`config.mk`:
```
export PLATFORM = sky130hd
export DESIGN_NAME = mem_access_ctrl
export DESIGN_NICKNAME = d
export VERILOG_FILES = /design/src/rtl/mem_access_ctrl.sv
export SDC_FILE = /design/constraint.sdc
export NUM_CORES = 1
export LEC_CHECK = 0
export ABC_CLOCK_PERIOD_IN_PS = 5600
export CAP_MARGIN = 5
export CORE_MARGIN = 5
export CORE_UTILIZATION = 30
export DETAILED_ROUTE_END_ITERATION = 10
export SETUP_SLACK_MARGIN = 0.2
export SLEW_MARGIN = 10
export SYNTH_ARGS = -nofsm -noshare
export SYNTH_HDL_FRONTEND = slang
export SYNTH_SLANG_ARGS = --single-unit
```
`constraint.sdc`:
```
create_clock -name mclk -period 5.6 [get_ports mclk]
set_clock_uncertainty 0.15 [all_clocks]
set_input_delay 1.12 -clock mclk [delete_from_list [all_inputs] [get_ports mclk]]
set_output_delay 1.12 -clock mclk [all_outputs]
set_load 0.05 [all_outputs]
```
`src/rtl/mem_access_ctrl.sv`:
```
// mem_access_ctrl: single-outstanding load/store sequencer in front of data_memory.
// Accepts one CPU request, drives memaddr/memval/memget/memset, waits out the read
// latency for loads and returns the result on a valid/ready response channel.
// Optional saturating access counters: define MEM_ACCESS_STATS_EN.
module mem_access_ctrl #(
    parameter int unsigned WORD_SIZE = 16,
    parameter int unsigned READ_LAT  = 1,
    parameter int unsigned MEM_DEPTH = 256
) (
    input  logic                 mclk,
    input  logic                 reset_n,
    input  logic                 req_valid,
    output logic                 req_ready,
    input  logic                 req_we,
    input  logic [WORD_SIZE-1:0] req_addr,
    input  logic [WORD_SIZE-1:0] req_wdata,
    output logic                 rsp_valid,
    input  logic                 rsp_ready,
    output logic [WORD_SIZE-1:0] rsp_rdata,
    output logic                 rsp_err,
    output logic [WORD_SIZE-1:0] memaddr,
    output logic [WORD_SIZE-1:0] memval,
    output logic                 memget,
    output logic                 memset,
    input  logic [WORD_SIZE-1:0] memout
`ifdef MEM_ACCESS_STATS_EN
    ,
    output logic [15:0]          ld_count,
    output logic [15:0]          st_count,
    output logic [15:0]          err_count
`endif
);

    typedef enum logic [2:0] {StIdle, StWrite, StRead, StWait, StResp} state_e;

    // One extra bit so a depth of 2**WORD_SIZE still compares correctly.
    localparam logic [WORD_SIZE:0] DepthLim = (WORD_SIZE + 1)'(MEM_DEPTH);
    // Counter reaches zero in the last memget cycle, so it starts at READ_LAT-1.
    localparam logic [2:0]         LatInit  = 3'(READ_LAT - 1);

    state_e               state_q, state_d;
    logic [2:0]           cnt_q, cnt_d;
    logic                 run_q;
    logic [WORD_SIZE-1:0] addr_q, addr_d;
    logic [WORD_SIZE-1:0] val_q, val_d;
    logic [WORD_SIZE-1:0] rdata_q, rdata_d;
    logic                 err_q, err_d;

    logic accept;
    logic addr_oor;

    assign addr_oor  = ({1'b0, req_addr} >= DepthLim);
    // run_q keeps req_ready low until the first cycle after reset is released.
    assign req_ready = run_q && (state_q == StIdle);
    assign accept    = req_valid && req_ready;

    assign rsp_valid = (state_q == StResp);
    assign rsp_rdata = rdata_q;
    assign rsp_err   = err_q;
    assign memaddr   = addr_q;
    assign memval    = val_q;
    assign memget    = (state_q == StRead) || (state_q == StWait);
    assign memset    = (state_q == StWrite);

    // Next-state logic: latch the request on accept, count out the read latency.
    always_comb begin
        state_d = state_q;
        cnt_d   = cnt_q;
        addr_d  = addr_q;
        val_d   = val_q;
        rdata_d = rdata_q;
        err_d   = err_q;
        unique case (state_q)
            StIdle: begin
                if (accept) begin
                    rdata_d = '0;
                    err_d   = addr_oor;
                    if (addr_oor) begin
                        // Never issued; memaddr/memval keep their last value.
                        state_d = StResp;
                    end else begin
                        addr_d  = req_addr;
                        val_d   = req_we ? req_wdata : '0;
                        cnt_d   = LatInit;
                        state_d = req_we ? StWrite : StRead;
                    end
                end
            end
            StWrite: state_d = StResp;
            StRead, StWait: begin
                if (cnt_q == 3'd0) begin
                    rdata_d = memout;
                    state_d = StResp;
                end else begin
                    cnt_d   = cnt_q - 3'd1;
                    state_d = StWait;
                end
            end
            StResp: begin
                if (rsp_ready) begin
                    state_d = StIdle;
                end
            end
            default: state_d = StIdle;
        endcase
    end

    // State and datapath registers with synchronous active-low reset.
    always_ff @(posedge mclk) begin
        if (!reset_n) begin
            state_q <= StIdle;
            cnt_q   <= 3'd0;
            run_q   <= 1'b0;
            addr_q  <= '0;
            val_q   <= '0;
            rdata_q <= '0;
            err_q   <= 1'b0;
        end else begin
            state_q <= state_d;
            cnt_q   <= cnt_d;
            run_q   <= 1'b1;
            addr_q  <= addr_d;
            val_q   <= val_d;
            rdata_q <= rdata_d;
            err_q   <= err_d;
        end
    end

`ifdef MEM_ACCESS_STATS_EN
    logic [15:0] ld_cnt_q, st_cnt_q, err_cnt_q;

    // Saturating per-kind request counters, bumped on the accept edge.
    always_ff @(posedge mclk) begin
        if (!reset_n) begin
            ld_cnt_q  <= 16'd0;
            st_cnt_q  <= 16'd0;
            err_cnt_q <= 16'd0;
        end else if (accept) begin
            if (addr_oor) begin
                if (err_cnt_q != 16'hFFFF) err_cnt_q <= err_cnt_q + 16'd1;
            end else if (req_we) begin
                if (st_cnt_q != 16'hFFFF) st_cnt_q <= st_cnt_q + 16'd1;
            end else begin
                if (ld_cnt_q != 16'hFFFF) ld_cnt_q <= ld_cnt_q + 16'd1;
            end
        end
    end

    assign ld_count  = ld_cnt_q;
    assign st_count  = st_cnt_q;
    assign err_count = err_cnt_q;
`endif

endmodule

```
==> run_results.csv, run 1 <==
group,metric,value,unit
clocking,postCtsSetupBuffers,0,
setup_path,cpMaxStageDelayCell,"clkdlybuf4s50_1",
setup_path,crit_path_end_kind,"primary output",
synth,netlist_area,0.00233,mm2
clocking,insertion_delay,0.29,ns
synth,ys.flop_type,"dfxtp_1",
placed_design,hpwl,4.06,mm
setup_path,path_cells,"nor3_2, and2_1, clkdlybuf4s50_1",
grt,grt_pass1_vias,1944,
power_and_ir_drop,leakage,1.20,nW
finish,nets,395,
sta,fin_crit_sh,60.6,%
placed_design,place_ws,2.17,ns
setup_path,cp.required,4.33,ns
setup_path,max_stage_delay,0.80,ns
status,status,"finished clean",
power_and_ir_drop,max-vdd-ir-drop,0.000104,V
run,maxCapViolCount,0,
sta,rsz0062_at_grt,"false",
sta,worst_hold_slack,0.309,ns
placed_design,io_buffers,105,
synth,synth-edff-count,0,
synth,syn_inst,246,
setup_path,r2r-start,"state_q[1]",
sta,drv_slew,0,
clocking,clock_path_buffers,2,
floorplanning,start_util,30.5,%
clocking,clk_pin_slew_worst_paths,0.10,ns
setup_path,r2r_setup_slack,3.38,ns
grt,grt-ovfl-total,0,
floorplanning,rows,32,
power_and_ir_drop,finalPower,0.737,mW
grt,grt_use_total,11.8,%
placed_design,gp_congestion,0.726,
floorplanning,coreArea,0.00765,mm2
synth,ys_ff_latch,56,
synth,netlist.area_leader.share,48.1,%
grt,grt_max_degree,64,
clocking,cts_tree,"done",
sta,worst_pin_slew,0.926,ns
synth,syn_nets,301,
setup_path,critPathBufInv,1,
drt,final_antenna_net_count,0,
synth,yosysUniqueCellTypes,32,
setup_path,cp_max_fo,9,
drt,drtIter0Drc,67,
setup_path,critical_path_class,"reg2out",
clocking,ctsHoldBuffers,0,
sta,finalSetupViolCount,0,
finish,diodes,0,
synth,yosys_warnings,0,
synth,yosysSeqAreaShare,48.1,%
synth,avgSynthCellArea,9.47,um2
power_and_ir_drop,power_density,210,mW/mm2
drt,wl,5.76,mm
clocking,cts_root_buf,"clkbuf_8",
sta,totalNegativeSetupSlack,0,ns
grt,grt_first_pass_wirelength,9.49,mm
placed_design,dp_cells,435,
sta,layout_min_cycle_time,3.39,ns
setup_path,rr_endpoint,"memval[11]",
drt,firstDrtPassIters,6,
clocking,cts_resized,0,
finish,area_growth,50.3,%
synth,synth_top_area_cell,"dfxtp_1",
finish,drive_gt1_share,4.99,%
min_path,hp-class,"reg2reg",
drt,via_count,2006,
clocking,htree_levels,2,
setup_path,rr_worst_depth,3,
clocking,numCtsBuffers,5,
synth,synth_area_leaders,"dfxtp_1 48%, mux2i_1 17%, nand2_1 8.1%",
finish,stdcell_count,443,
drt,drc,0,
sta,max_slew_margin,38.3,%
sta,hold_violations,0,
setup_path,crit_path_start_kind,"register",
sta,clock.fmax,295,MHz
clocking,cts_num_sinks,56,
drt,routedWlPerCell,13.0,um
setup_path,critical_path.top_delay_family,"buffers and inverters",
min_path,hp-start,"rsp_rdata[9]",
sta,final.setup.worst_slack,2.21,ns
floorplanning,dieArea,0.00963,mm2
setup_path,critical_path_arrival,2.12,ns
min_path,worst_hold_path.num_cells,2,
min_path,whs_endpoint,"rsp_rdata[9]",
floorplanning,die_w,98.1,um
floorplanning,die_h,98.1,um
synth,ys_async_sr_fraction,0,%
grt,antenna_found_initial,0,
drt,avgViaCountPerCell,4.53,
floorplanning,io_pins,106,
[cells by family (layout without fill, tap and decap cells)]
group                      Yosys count  after routing  synth area share [%]
and+or+nand+nor                    113            113                  24.2
adders and majority gates            2              2                  1.07
buffers and inverters               24            119                  6.07
DFF                                 56             56                  48.1
AOI/OAI and AO/OA                   11             11                  3.38
muxes                               40             40                  17.2
[sequential cells by signal, summed over array words and instances (netlist names)]
signal     cells
cnt_q          3
memaddr       16
memval        16
rsp_err        1
rsp_rdata     16
run_q          1
state_q        3
[worst max path at each step]
stage / start / to / slack [ns] / cells past startpoint
6_report: state_q[1] / req_ready / 2.21 / 3
4_1_cts: state_q[1] / req_ready / 2.19 / 3
5_1_grt: state_q[2] / req_ready / 2.06 / 3
3_3_place_gp: req_addr[12] / cnt_q[0] / 2.26 / 4
2_1_floorplan: state_q[0] / memset / 2.79 / 1
3_5_place_dp: req_addr[12] / memval[3] / 2.17 / 4
[power by group]
part | switching (mW) | leakage [nW] | internal (mW)
clock | 0.124 | 0.0552 | 0.133
sequential | 0.00154 | 0.452 | 0.399
combinational | 0.0340 | 0.695 | 0.0442
[layer usage]
layer | global-route usage (%) | wire, um | vias up
met4 | 2.56 | 36 | 0
met2 | 19.5 | 2640 | 65
li1 | - | - | 1026
met5 | 0 | 0 | -
met3 | 4.00 | 372 | 5
met1 | 15.0 | 2710 | 910
[worst register-to-register path: cells and delay by family (launching register included)]
family / cells / cell delay [ns]
flip-flops: 1 / 0.37
multiplexers: 1 / 0.28
AND/OR/NAND/NOR: 2 / 1.37
[layout make-up]
class                      count  area (um2)
tap                          102         128
clock buffer                   6        72.6
fill                         745        4150
sequential                    56        1120
inverter                       4        15.0
timing repair buffer         107        1060
multi-input combinational    166        1070
clock inverter                 2        35.0
[stage by stage]
stage	cell area (um2)	util, %
5_1_grt	3500	45.8
3_5_place_dp	3390	44.4
6_report	3500	45.8
3_3_place_gp	3390	44.4
4_1_cts	3500	45.8
2_1_floorplan	2330	-
[synthesized netlist by cell type (all sizes together), types with 2 or more instances]
| cell | number |
|---|---|
| a21oi | 4 |
| nor4 | 2 |
| and3 | 8 |
| nand3 | 35 |
| dfxtp | 56 |
| nand2b | 2 |
| mux2i | 40 |
| nand4 | 2 |
| nand2 | 50 |
| inv | 4 |
| or3b | 2 |
| buf | 6 |
| nor3 | 2 |
| o32ai | 2 |
| ha | 2 |
| and2 | 4 |
| clkbuf | 14 |
[cells in the final DEF, fill, tap and decap left out, drive strengths merged, types with 2 or more instances in the layout]
cell             n
nand2b           2
and3             8
inv              4
ha               2
nor4             2
dfxtp           56
clkbuf           6
a21oi            4
and2             4
o32ai            2
mux2i           40
clkdlybuf4s50  104
nand3           35
nand2           50
nand4            2
buf              3
nor3             2
or3b             2
No activity file was read; power rests on OpenSTA's default activity.
==> run 2: changes to the inputs <==
--- a/config.mk
+++ b/config.mk
@@ -5,7 +5,7 @@
 export SDC_FILE = /design/constraint.sdc
 export NUM_CORES = 1
 export LEC_CHECK = 0
-export ABC_CLOCK_PERIOD_IN_PS = 5600
+export ABC_CLOCK_PERIOD_IN_PS = 3300
 export CAP_MARGIN = 5
 export CORE_MARGIN = 5
 export CORE_UTILIZATION = 30
==> constraint.sdc (replaced) <==
create_clock -name mclk -period 3.3 [get_ports mclk]
set_clock_uncertainty 0.15 [all_clocks]
set_input_delay 0.66 -clock mclk [delete_from_list [all_inputs] [get_ports mclk]]
set_output_delay 0.66 -clock mclk [all_outputs]
set_load 0.05 [all_outputs]
==> run 2 against run 1 <==
Net effect:
- first-iteration DRC count up 24%
- global-route usage increased by 0.19 points
- critical endpoint unchanged
- final cell count up 0.23%
- non-clock buffer count is 2 higher
- sequential power increased by 70%
- highest routed layer unchanged
- die area did not move
- critical path depth unchanged
==> run_results.csv, run 2 (synthesized netlist as in run 1, its figures left out) <==
group,metric,value,unit
grt,grt_use_total,12.0,%
finish,area_growth,50.1,%
placed_design,gp_congestion,0.705,
drt,via_count,2035,
finish,mostFrequentLayoutCells,"103 x clkdlybuf4s50_1, 56 x dfxtp_1, 50 x nand2_1",
floorplanning,start_util,30.5,%
power_and_ir_drop,clkPwrFrac,29.9,%
power_and_ir_drop,power_density,332,mW/mm2
setup_path,path_cells,"nor3_2, and2_1, clkdlybuf4s50_1",
setup_path,max_stage_delay,0.80,ns
grt,grt_pass1_vias,1978,
floorplanning,die_h,98.1,um
clocking,ctsHoldBuffers,0,
floorplanning,rows,32,
drt,routedWlPerCell,13.2,um
power_and_ir_drop,finalPower,1.16,mW
setup_path,critPathBufInv,1,
power_and_ir_drop,pwr-share-seq,58.5,%
setup_path,cpMaxStageDelayCell,"clkdlybuf4s50_1",
drt,wl,5.84,mm
floorplanning,io_pins,106,
sta,totalNegativeSetupSlack,0,ns
drt,drc,0,
clocking,cts_tree,"done",
clocking,numCtsBuffers,5,
finish,nets,397,
clocking,cts_resized,0,
drt,firstDrtPassIters,4,
setup_path,crit_path_start_kind,"register",
power_and_ir_drop,leakage,1.20,nW
power_and_ir_drop,power_frac_comb,11.6,%
sta,max_slew_margin,51.2,%
placed_design,place_area,0.00342,mm2
power_and_ir_drop,sw_frac_of_total,22.6,%
finish,diodes,0,
sta,drv_slew,0,
status,status,"finished clean",
sta,clock.fmax,341,MHz
finish,stdcell_count,444,
sta,worst_pin_slew,0.730,ns
sta,hold_violations,0,
finish,layout_commonest_cell,"clkdlybuf4s50_1",
clocking,clock_path_buffers,2,
run,maxCapViolCount,0,
placed_design,hpwl,4.14,mm
clocking,cts_num_sinks,56,
power_and_ir_drop,p_int,0.900,mW
min_path,hp-class,"reg2reg",
grt,grt-ovfl-total,0,
sta,finalSetupViolCount,0,
sta,layout_min_cycle_time,2.93,ns
setup_path,cp_max_fo,9,
drt,drtIter0Drc,83,
placed_design,dp_cells,437,
power_and_ir_drop,max-vdd-ir-drop,0.000152,V
clocking,cts_root_buf,"clkbuf_8",
drt,final_antenna_net_count,0,
setup_path,crit_path_end_kind,"primary output",
clocking,htree_levels,2,
power_and_ir_drop,p_switching,0.263,mW
grt,grt_max_degree,61,
floorplanning,dieArea,0.00963,mm2
setup_path,critical_path_class,"reg2out",
finish,final_area,0.00350,mm2
grt,grt_first_pass_wirelength,9.69,mm
floorplanning,coreArea,0.00765,mm2
setup_path,critical_path.top_delay_family,"buffers and inverters",
sta,fin_crit_sh,88.9,%
setup_path,critical_path_arrival,2.12,ns
placed_design,io_buffers,105,
finish,drive_gt1_share,5.56,%
sta,rsz0062_at_grt,"false",
drt,avgViaCountPerCell,4.58,
clocking,postCtsSetupBuffers,0,
floorplanning,die_w,98.1,um
setup_path,cp.required,2.49,ns
grt,antenna_found_initial,0,
clocking,clk_pin_slew_worst_paths,0.09,ns
clocking,insertion_delay,0.29,ns
==> run 2: worst min-delay path, cell delays in order (launching register included) <==
cell     delay, ns
dfxtp_1       0.32
nand2_1       0.05
mux2i_1       0.05
==> run 2: metal layers <==
metal | wire length (um) | GRT usage (%) | vias to the layer above
li1 | - | - | 1037
met1 | 2750 | 15.8 | 922
met2 | 2600 | 18.4 | 67
met3 | 406 | 4.21 | 9
met4 | 89 | 3.94 | 0
met5 | 0 | 0 | -
==> run 2: final timing paths <==
kind | startpoint | endpoint | slack [ns] | cells after the start
setup / recovery | state_q[1] | req_ready | 0.37 | 3
hold reg to reg | memval[1] | memval[1] | 0.31 | 2
hold / removal | memval[1] | memval[1] | 0.31 | 2
setup reg to reg | state_q[1] | memval[4] | 1.28 | 4
==> run 2: layout make-up <==
cell class                 instances  area [um2]
timing repair buffer             109        1090
tap                              102         128
fill                             746        4150
clock inverter                     1        5.00
sequential                        56        1120
multi-input combinational        166        1070
inverter                           4        15.0
clock buffer                       6        72.6
==> run 2: metrics by stage <==
stage	utilization (%)	hold slack [ns]	worst slack [ns]
6_report	45.7	0.309	0.366
5_1_grt	45.7	0.321	0.229
3_3_place_gp	44.7	0.292	0.651
4_1_cts	45.7	0.314	0.368
3_5_place_dp	44.7	0.297	0.582
2_1_floorplan	-	0.308	0.948
==> run 2: power by group through the flow <==
stage	clock [mW]	sequential [mW]	combinational [mW]
floorplan	0	0.699	0.0555
global placement	0	0.696	0.137
detailed placement	0	0.696	0.137
CTS	0.371	0.681	0.137
global route	0.397	0.681	0.147
finish	0.347	0.680	0.135
==> run 3: changes to the inputs <==
--- a/config.mk
+++ b/config.mk
@@ -6,8 +6,7 @@
 export NUM_CORES = 1
 export LEC_CHECK = 0
 export ABC_CLOCK_PERIOD_IN_PS = 3300
-export CAP_MARGIN = 5
-export CORE_MARGIN = 5
+export CAP_MARGIN = 25
 export CORE_UTILIZATION = 30
 export DETAILED_ROUTE_END_ITERATION = 10
 export SETUP_SLACK_MARGIN = 0.2
==> run 3 against run 2 <==
Net effect:
- first-iteration DRC count shrank 49%
- critical endpoint unchanged
- hold slack gained 0.00065 ns
- sequential cell count is the same
- maximum frequency grew 7.3%
- via count shrank 1.3%
- setup slack gained 0.20 ns
- global-route usage grew 1.6 points
- routed wire length shrank 6.1%
- sequential share of layout area shrank 0.37 points
- final cell count is the same
- combinational power is essentially flat
==> run_results.csv, run 3 (synthesized netlist as in run 1, its figures left out) <==
group,metric,value,unit
drt,routedWlPerCell,12.4,um
clocking,insertion_delay,0.30,ns
power_and_ir_drop,power_frac_comb,11.0,%
drt,wl,5.49,mm
power_and_ir_drop,sw_frac_of_total,21.6,%
clocking,numCtsBuffers,5,
run,maxCapViolCount,0,
status,status,"finished clean",
setup_path,crit_path_start_kind,"register",
sta,totalNegativeSetupSlack,0,ns
power_and_ir_drop,pwr-share-seq,54.3,%
setup_path,cp.required,2.49,ns
sta,fin_crit_sh,82.9,%
floorplanning,dieArea,0.00812,mm2
setup_path,critical_path_arrival,1.93,ns
power_and_ir_drop,power_density,354,mW/mm2
power_and_ir_drop,max-vdd-ir-drop,0.000238,V
finish,final_area,0.00354,mm2
sta,layout_min_cycle_time,2.74,ns
floorplanning,die_w,90.1,um
power_and_ir_drop,clkPwrFrac,34.7,%
drt,via_count,2009,
drt,firstDrtPassIters,4,
power_and_ir_drop,p_switching,0.271,mW
clocking,cts_resized,0,
sta,hold_violations,0,
placed_design,gp_congestion,0.750,
grt,antenna_found_initial,0,
clocking,clock_path_buffers,2,
finish,mostFrequentLayoutCells,"103 x clkdlybuf4s50_1, 56 x dfxtp_1, 50 x nand2_1",
clocking,cts_num_sinks,56,
sta,max_slew_margin,52.4,%
drt,drtIter0Drc,42,
clocking,clk_pin_slew_worst_paths,0.09,ns
floorplanning,rows,31,
sta,finalSetupViolCount,0,
finish,diodes,0,
placed_design,io_buffers,105,
grt,grt_max_degree,44,
min_path,hp-class,"reg2reg",
grt,grt-ovfl-total,0,
placed_design,place_area,0.00343,mm2
floorplanning,coreArea,0.00737,mm2
power_and_ir_drop,p_int,0.982,mW
sta,drv_slew,0,
grt,grt_first_pass_wirelength,9.27,mm
clocking,cts_tree,"done",
floorplanning,start_util,31.6,%
sta,final.setup.worst_slack,0.565,ns
clocking,ctsHoldBuffers,0,
sta,clock.fmax,366,MHz
placed_design,place_ws,0.609,ns
finish,area_growth,51.8,%
sta,rsz0062_at_grt,"false",
drt,drc,0,
clocking,cts_root_buf,"clkbuf_8",
floorplanning,die_h,90.1,um
setup_path,critical_path_class,"reg2out",
drt,avgViaCountPerCell,4.52,
drt,final_antenna_net_count,0,
setup_path,cp_max_fo,9,
finish,drive_gt1_share,6.38,%
power_and_ir_drop,leakage,1.23,nW
clocking,postCtsSetupBuffers,0,
placed_design,hpwl,3.77,mm
grt,grt_use_total,13.6,%
clocking,htree_levels,2,
floorplanning,io_pins,106,
finish,layout_commonest_cell,"clkdlybuf4s50_1",
setup_path,crit_path_end_kind,"primary output",
sta,worst_pin_slew,0.712,ns
finish,nets,399,
grt,grt_pass1_vias,1998,
==> run 3: cell count changes in the layout (fill, tap and decap cells not counted), sizes merged <==
cell,previous run,this run
buf,6,8
bufinv,0,1
==> run 3: layer usage <==
layer | track usage (%) | wire, um | vias up
met4 | 3.23 | 34 | 0
li1 | - | - | 1035
met5 | 0 | 0 | -
met3 | 3.38 | 358 | 5
met1 | 17.4 | 2640 | 901
met2 | 22.9 | 2450 | 68
==> run 3: area by class of cell <==
cell class,count,area (um2)
Fill cell,729,3830
Sequential cell,56,1120
Timing Repair Buffer,111,1100
Multi-Input combinational cell,166,1070
Tap cell,99,124
Clock buffer,6,72.6
Clock inverter,2,35.0
Inverter,4,15.0
==> run 3: power groups by stage <==
stage | registers [mW] | clock network (mW) | logic (mW)
after floorplan | 0.699 | 0 | 0.0555
after global placement | 0.697 | 0 | 0.138
after detailed placement | 0.697 | 0 | 0.138
after CTS | 0.681 | 0.457 | 0.138
after global routing | 0.682 | 0.484 | 0.147
final | 0.681 | 0.435 | 0.137
==> run 3: stage by stage <==
step                      utilization (%)  power (mW)  hold WS [ns]  instances
after floorplan                         -       0.755         0.308        246
after global placement               46.5       0.835         0.292        436
after detailed placement             46.5       0.834         0.297        436
after CTS                            48.0        1.28         0.313        444
after global routing                 48.0        1.31         0.333        444
final                                48.0        1.25         0.309        444
==> run 3: final timing paths <==
path | from | end | slack, ns | depth (start not counted)
hold / removal | rsp_rdata[8] | rsp_rdata[8] | 0.31 | 2
setup reg to reg | state_q[1] | rsp_rdata[15] | 1.47 | 5
hold reg to reg | rsp_rdata[8] | rsp_rdata[8] | 0.31 | 2
setup / recovery | state_q[1] | req_ready | 0.56 | 4
==> run 3: worst max-delay path, stage by stage, from the launching register on <==
cell             delay, ns
dfxtp_1               0.37
nor3_2                0.16
buf_4                 0.17
and2_1                0.13
clkdlybuf4s50_1       0.80
==> variant 1, RTL diff (flow settings as in run 1) <==
The 5 states of `state_e` get a one-hot encoding in 5 bits.
--- a/src/rtl/mem_access_ctrl.sv
+++ b/src/rtl/mem_access_ctrl.sv
@@ -31,7 +31,7 @@
 `endif
 );
 
-    typedef enum logic [2:0] {StIdle, StWrite, StRead, StWait, StResp} state_e;
+    typedef enum logic [4:0] {StIdle = 5'b00001, StWrite = 5'b00010, StRead = 5'b00100, StWait = 5'b01000, StResp = 5'b10000} state_e;
 
     // One extra bit so a depth of 2**WORD_SIZE still compares correctly.
     localparam logic [WORD_SIZE:0] DepthLim = (WORD_SIZE + 1)'(MEM_DEPTH);
Function: same outputs for any inputs over 10 cycles, from zero or initial values and one cycle with reset_n low; not proved beyond that.
==> variant 1 against run 1 <==
- die area decreased by 1.6%
- non-clock buffer count did not move
- area after synthesis decreased by 1.8%
- global-route usage rose by 1.9 points
- sequential cell count grew 2
- routed wire length increased by 10%
- power increased by 19%
- critical path depth is 1 higher
- setup slack lost 0.35 ns
- cell area grew 1.1%
- critical path type unchanged
==> variant 1: results (changes against run 1) <==
| Metric | Value |
|---|---|
| Status | finished, final reports clean |
| Number of global-route vias before repair | 2145 (+10%) |
| DPL Wire Length | 4550 um (+12%) |
| WL/cell | 14.0 um (+7.9%) |
| Htree depth | 3 (+1) |
| Worst-margin pin slew | 1.04 ns (+0.115 ns) |
| Placed Instances | 439 (+0.92%) |
| Syn Nets | 306 (+1.7%) |
| Max FO, Critical Path | 7 (-2) |
| Fill count | 685 (-8.1%) |
| Skew-Pair Late Insertion Delay | 0.32 ns (+0.03 ns) |
| Critical Path AT | 2.47 ns (+0.35 ns) |
| Overall Global Routing Usage | 13.7% (+1.9 points) |
| Register area share after synthesis | 50.8% (+2.6 points) |
| Placed inst area | 3370 um^2 (-0.81%) |
| Place WS | 1.73 ns (-0.446 ns) |
| Layout cell share with drive strength beyond 1 | 6.21% (+1.2 points) |
| Yosys cell types | 37 (+16%) |
| Drt pass-1 iters | 4 (-2) |
| Synth Area per Inst | 9.11 um^2 (-3.8%) |
| Synth area leaders | dfxtp_1, nand2_1, mux2i_1 |
| WHS | 0.302 ns (-0.00740 ns) |
| GP Congestion | 0.747 (+2.8%) |
| Routed metal-1 wire length | 2550 um (-5.9%) |
| Clock transition at the registers of the reported paths | 0.06 ns (-0.04 ns) |
| R2r setup slk | 3.04 ns (-0.34 ns) |
| Met2 WL | 3190 um (+21%) |
| Post-DR vias/cell | 4.56 (+0.72%) |
| Initial DRC Count | 89 (+33%) |
| Met3 wire len | 579 um (+56%) |
| CTS Buf Count | 9 (+4) |
==> variant 1: changes by cell type after synthesis, sizes merged, moves of 3 or more <==
cell / delta
a21oi: +22
nor2: +3
clkbuf: -3
nand3: -18
nand2: +16
mux2i: -24
==> variant 1: final cells by class <==
| type | count | area [um^2] | area share [%] |
|---|---|---|---|
| Timing Repair Buffer | 107 | 1070 | 30.1 |
| Clock inverter | 4 | 45.0 | 1.27 |
| Sequential cell | 58 | 1160 | 32.8 |
| Inverter | 5 | 18.8 | 0.530 |
| Tap cell | 99 | 124 | 3.50 |
| Multi-Input combinational cell | 170 | 996 | 28.1 |
| Clock buffer | 10 | 128 | 3.61 |
==> variant 1: per-layer routing <==
| metal | GRT usage [%] | vias up |
|---|---|---|
| met4 | 3.73 | 0 |
| met2 | 22.5 | 59 |
| li1 | - | 1058 |
| met1 | 14.9 | 944 |
| met3 | 8.33 | 5 |
| met5 | 0 | - |
==> variant 1: final timing paths <==
kind	to	start	depth (start not counted)
worst max-delay path	req_ready	state_q[0]$_SDFFE_PN1P_	4
worst max register to register	rsp_rdata[5]$_SDFFE_PN0P_	state_q[0]$_SDFFE_PN1P_	4
worst min register to register	memval[14]$_SDFFE_PN0P_	memval[14]$_SDFFE_PN0P_	2
worst min-delay path	memval[14]$_SDFFE_PN0P_	memval[14]$_SDFFE_PN0P_	2
==> variant 1: kinds of logic after synthesis <==
family	Yosys count	share of synthesized area, %
AND/OR/NAND/NOR	115	25.8
flip-flops	58	50.8
AO/OA/AOI/OAI	36	9.30
buffers and inverters	23	5.69
multiplexers	16	7.00
adder cells (fa/ha/maj)	2	1.09
XOR/XNOR	1	0.383
==> variant 1: worst max-delay path: stages, from the launching register on <==
cell	delay, ns
dfxtp_1	0.53
or3b_4	0.46
nor3_4	0.20
and2_1	0.16
clkdlybuf4s50_1	0.80
==> variant 1: power groups by stage <==
stage          clock (mW)  combinational, mW  sequential [mW]
5_1_grt             0.381              0.112            0.426
6_report            0.349              0.104            0.425
3_5_place_dp            0              0.104            0.434
3_3_place_gp            0              0.104            0.434
4_1_cts             0.367              0.105            0.425
2_1_floorplan           0             0.0621            0.433
==> variant 2, RTL diff (settings of run 1) <==
Made on the original files. Build with the macro `MEM_ACCESS_STATS_EN` defined.
--- a/src/rtl/mem_access_ctrl.sv
+++ b/src/rtl/mem_access_ctrl.sv
@@ -2,6 +2,8 @@
 // Accepts one CPU request, drives memaddr/memval/memget/memset, waits out the read
 // latency for loads and returns the result on a valid/ready response channel.
 // Optional saturating access counters: define MEM_ACCESS_STATS_EN.
+`define MEM_ACCESS_STATS_EN
+
 module mem_access_ctrl #(
     parameter int unsigned WORD_SIZE = 16,
     parameter int unsigned READ_LAT  = 1,
Check against the original RTL (old outputs only; new: err_count, ld_count and st_count): equivalent (Yosys induction, for registers that start in step).
==> variant 2 against run 1 <==
- area after synthesis up 89%
- fmax down 8.0%
- power up 98%
- sequential cell count up 48
- setup slack worse by 0.29 ns
- cell area up 83%
- synthesized cell count up 100%
- routed wire length up 120%
- non-clock buffer count up 50
==> variant 2: results (changes against run 1) <==
| Metric | Value |
|---|---|
| Drt pass-1 iters | 4 (-2) |
| DPL Wire Length | 9330 um (+130%) |
| Initial DRC Count | 225 (+240%) |
| Layout cell share with drive strength beyond 1 | 5.26% (+0.28 points) |
| Synth area leaders | dfxtp_1, nand2_1, xnor2_1 |
| Number of global-route vias before repair | 4092 (+110%) |
| Status | finished, final reports clean |
| Pin count of the biggest net entering global routing | 70 (+9.4%) |
| Critical Path AT | 2.41 ns (+0.29 ns) |
| Register area share after synthesis | 47.2% (-0.91 points) |
| Syn Nets | 555 (+84%) |
| GP Congestion | 0.864 (+19%) |
| CTS Buf Count | 9 (+4) |
| PortBufs | 153 (+46%) |
| Worst-margin pin slew | 1.09 ns (+0.165 ns) |
| Placed Instances | 814 (+87%) |
| Clock transition at the registers of the reported paths | 0.07 ns (-0.03 ns) |
| Synth Area per Inst | 8.87 um^2 (-6.3%) |
| Via count | 4173 (+110%) |
| Overall Global Routing Usage | 14.5% (+2.6 points) |
| Skew-Pair Late Insertion Delay | 0.35 ns (+0.06 ns) |
| Leak pwr | 2.21 nW (+84%) |
| Commonest cells in the netlist | dfxtp_1, nand2_1, nor2_1 |
| Placed inst area | 6110 um^2 (+80%) |
| Peak supply drop | 130 uV (+25%) |
| Post-DR vias/cell | 5.03 (+11%) |
==> variant 2: cell count changes in the layout (fill, tap and decap cells not counted), moves of 11 or more <==
| cell | run 1 | this run |
|---|---|---|
| mux2i_1 | 40 | 11 |
| nand4_1 | 2 | 20 |
| a22o_1 | 1 | 16 |
| a21oi_1 | 4 | 33 |
| nor3_1 | 1 | 12 |
| clkdlybuf4s50_1 | 104 | 153 |
| xnor2_1 | 0 | 23 |
| nor2_1 | 1 | 46 |
| dfxtp_1 | 56 | 104 |
==> variant 2: path summary, 6_finish.rpt <==
kind / start / endpoint / slack (ns) / cells past startpoint
max: state_q[2]$_SDFFE_PN0P_ / req_ready / 1.92 / 3
min: rsp_rdata[6]$_SDFFE_PN0P_ / rsp_rdata[6]$_SDFFE_PN0P_ / 0.31 / 2
max reg2reg: state_q[2]$_SDFFE_PN0P_ / ld_count[10]$_SDFFE_PN0P_ / 2.92 / 5
min reg2reg: rsp_rdata[6]$_SDFFE_PN0P_ / rsp_rdata[6]$_SDFFE_PN0P_ / 0.31 / 2
==> variant 2: layer usage <==
metal  share of wire, %  up-vias  track usage (%)
met4                1.7        0             4.97
met5                  0        -                0
met3                9.9       20             6.46
met2                 43      165             21.5
li1                   -     2065                -
met1                 45     1923             18.7
==> variant 2: worst max-delay path, delay by kind of cell (launching register included) <==
kind | cells | cell delay (ns)
simple gates | 2 | 0.81
buf+inv | 1 | 0.86
flops | 1 | 0.40
==> variant 2: cell families (layout without fill, tap and decap cells) <==
logic type               after synthesis  count (layout)  share of synthesized area (%)
AO/OA/AOI/OAI                         67              67                           9.93
XOR/XNOR                              31              31                           6.16
adder cells (fa/ha/maj)                5               5                           1.42
buffers and inverters                 35             184                           3.21
flip-flops                           104             104                           47.2
multiplexers                          11              11                           2.50
AND/OR/NAND/NOR                      244             244                           29.6
==> variant 2: through the flow <==
step,utilization [%],hold WS (ns),total power [mW]
6_report,44.3,0.306,1.46
3_5_place_dp,42.2,0.299,0.849
4_1_cts,44.2,0.310,1.48
2_1_floorplan,-,0.314,0.796
5_1_grt,44.3,0.331,1.52
3_3_place_gp,42.2,0.287,0.849
==> variant 2: area by class of cell <==
class | count | share of cell area [%]
inverters | 11 | 0.644
multi-input cells | 358 | 34.3
flip-flops and latches | 104 | 32.5
clock inverters | 7 | 1.11
well taps | 184 | 3.59
repair buffers | 157 | 24.4
clock buffers | 9 | 3.51
==> variant 2: report_power, final <==
| part | leakage [nW] | switching [mW] | internal, mW |
|---|---|---|---|
| sequential | 0.838 | 0.00323 | 0.741 |
| combinational | 1.23 | 0.0441 | 0.0437 |
| clock | 0.146 | 0.310 | 0.316 |
| total | 2.21 | 0.357 | 1.10 |
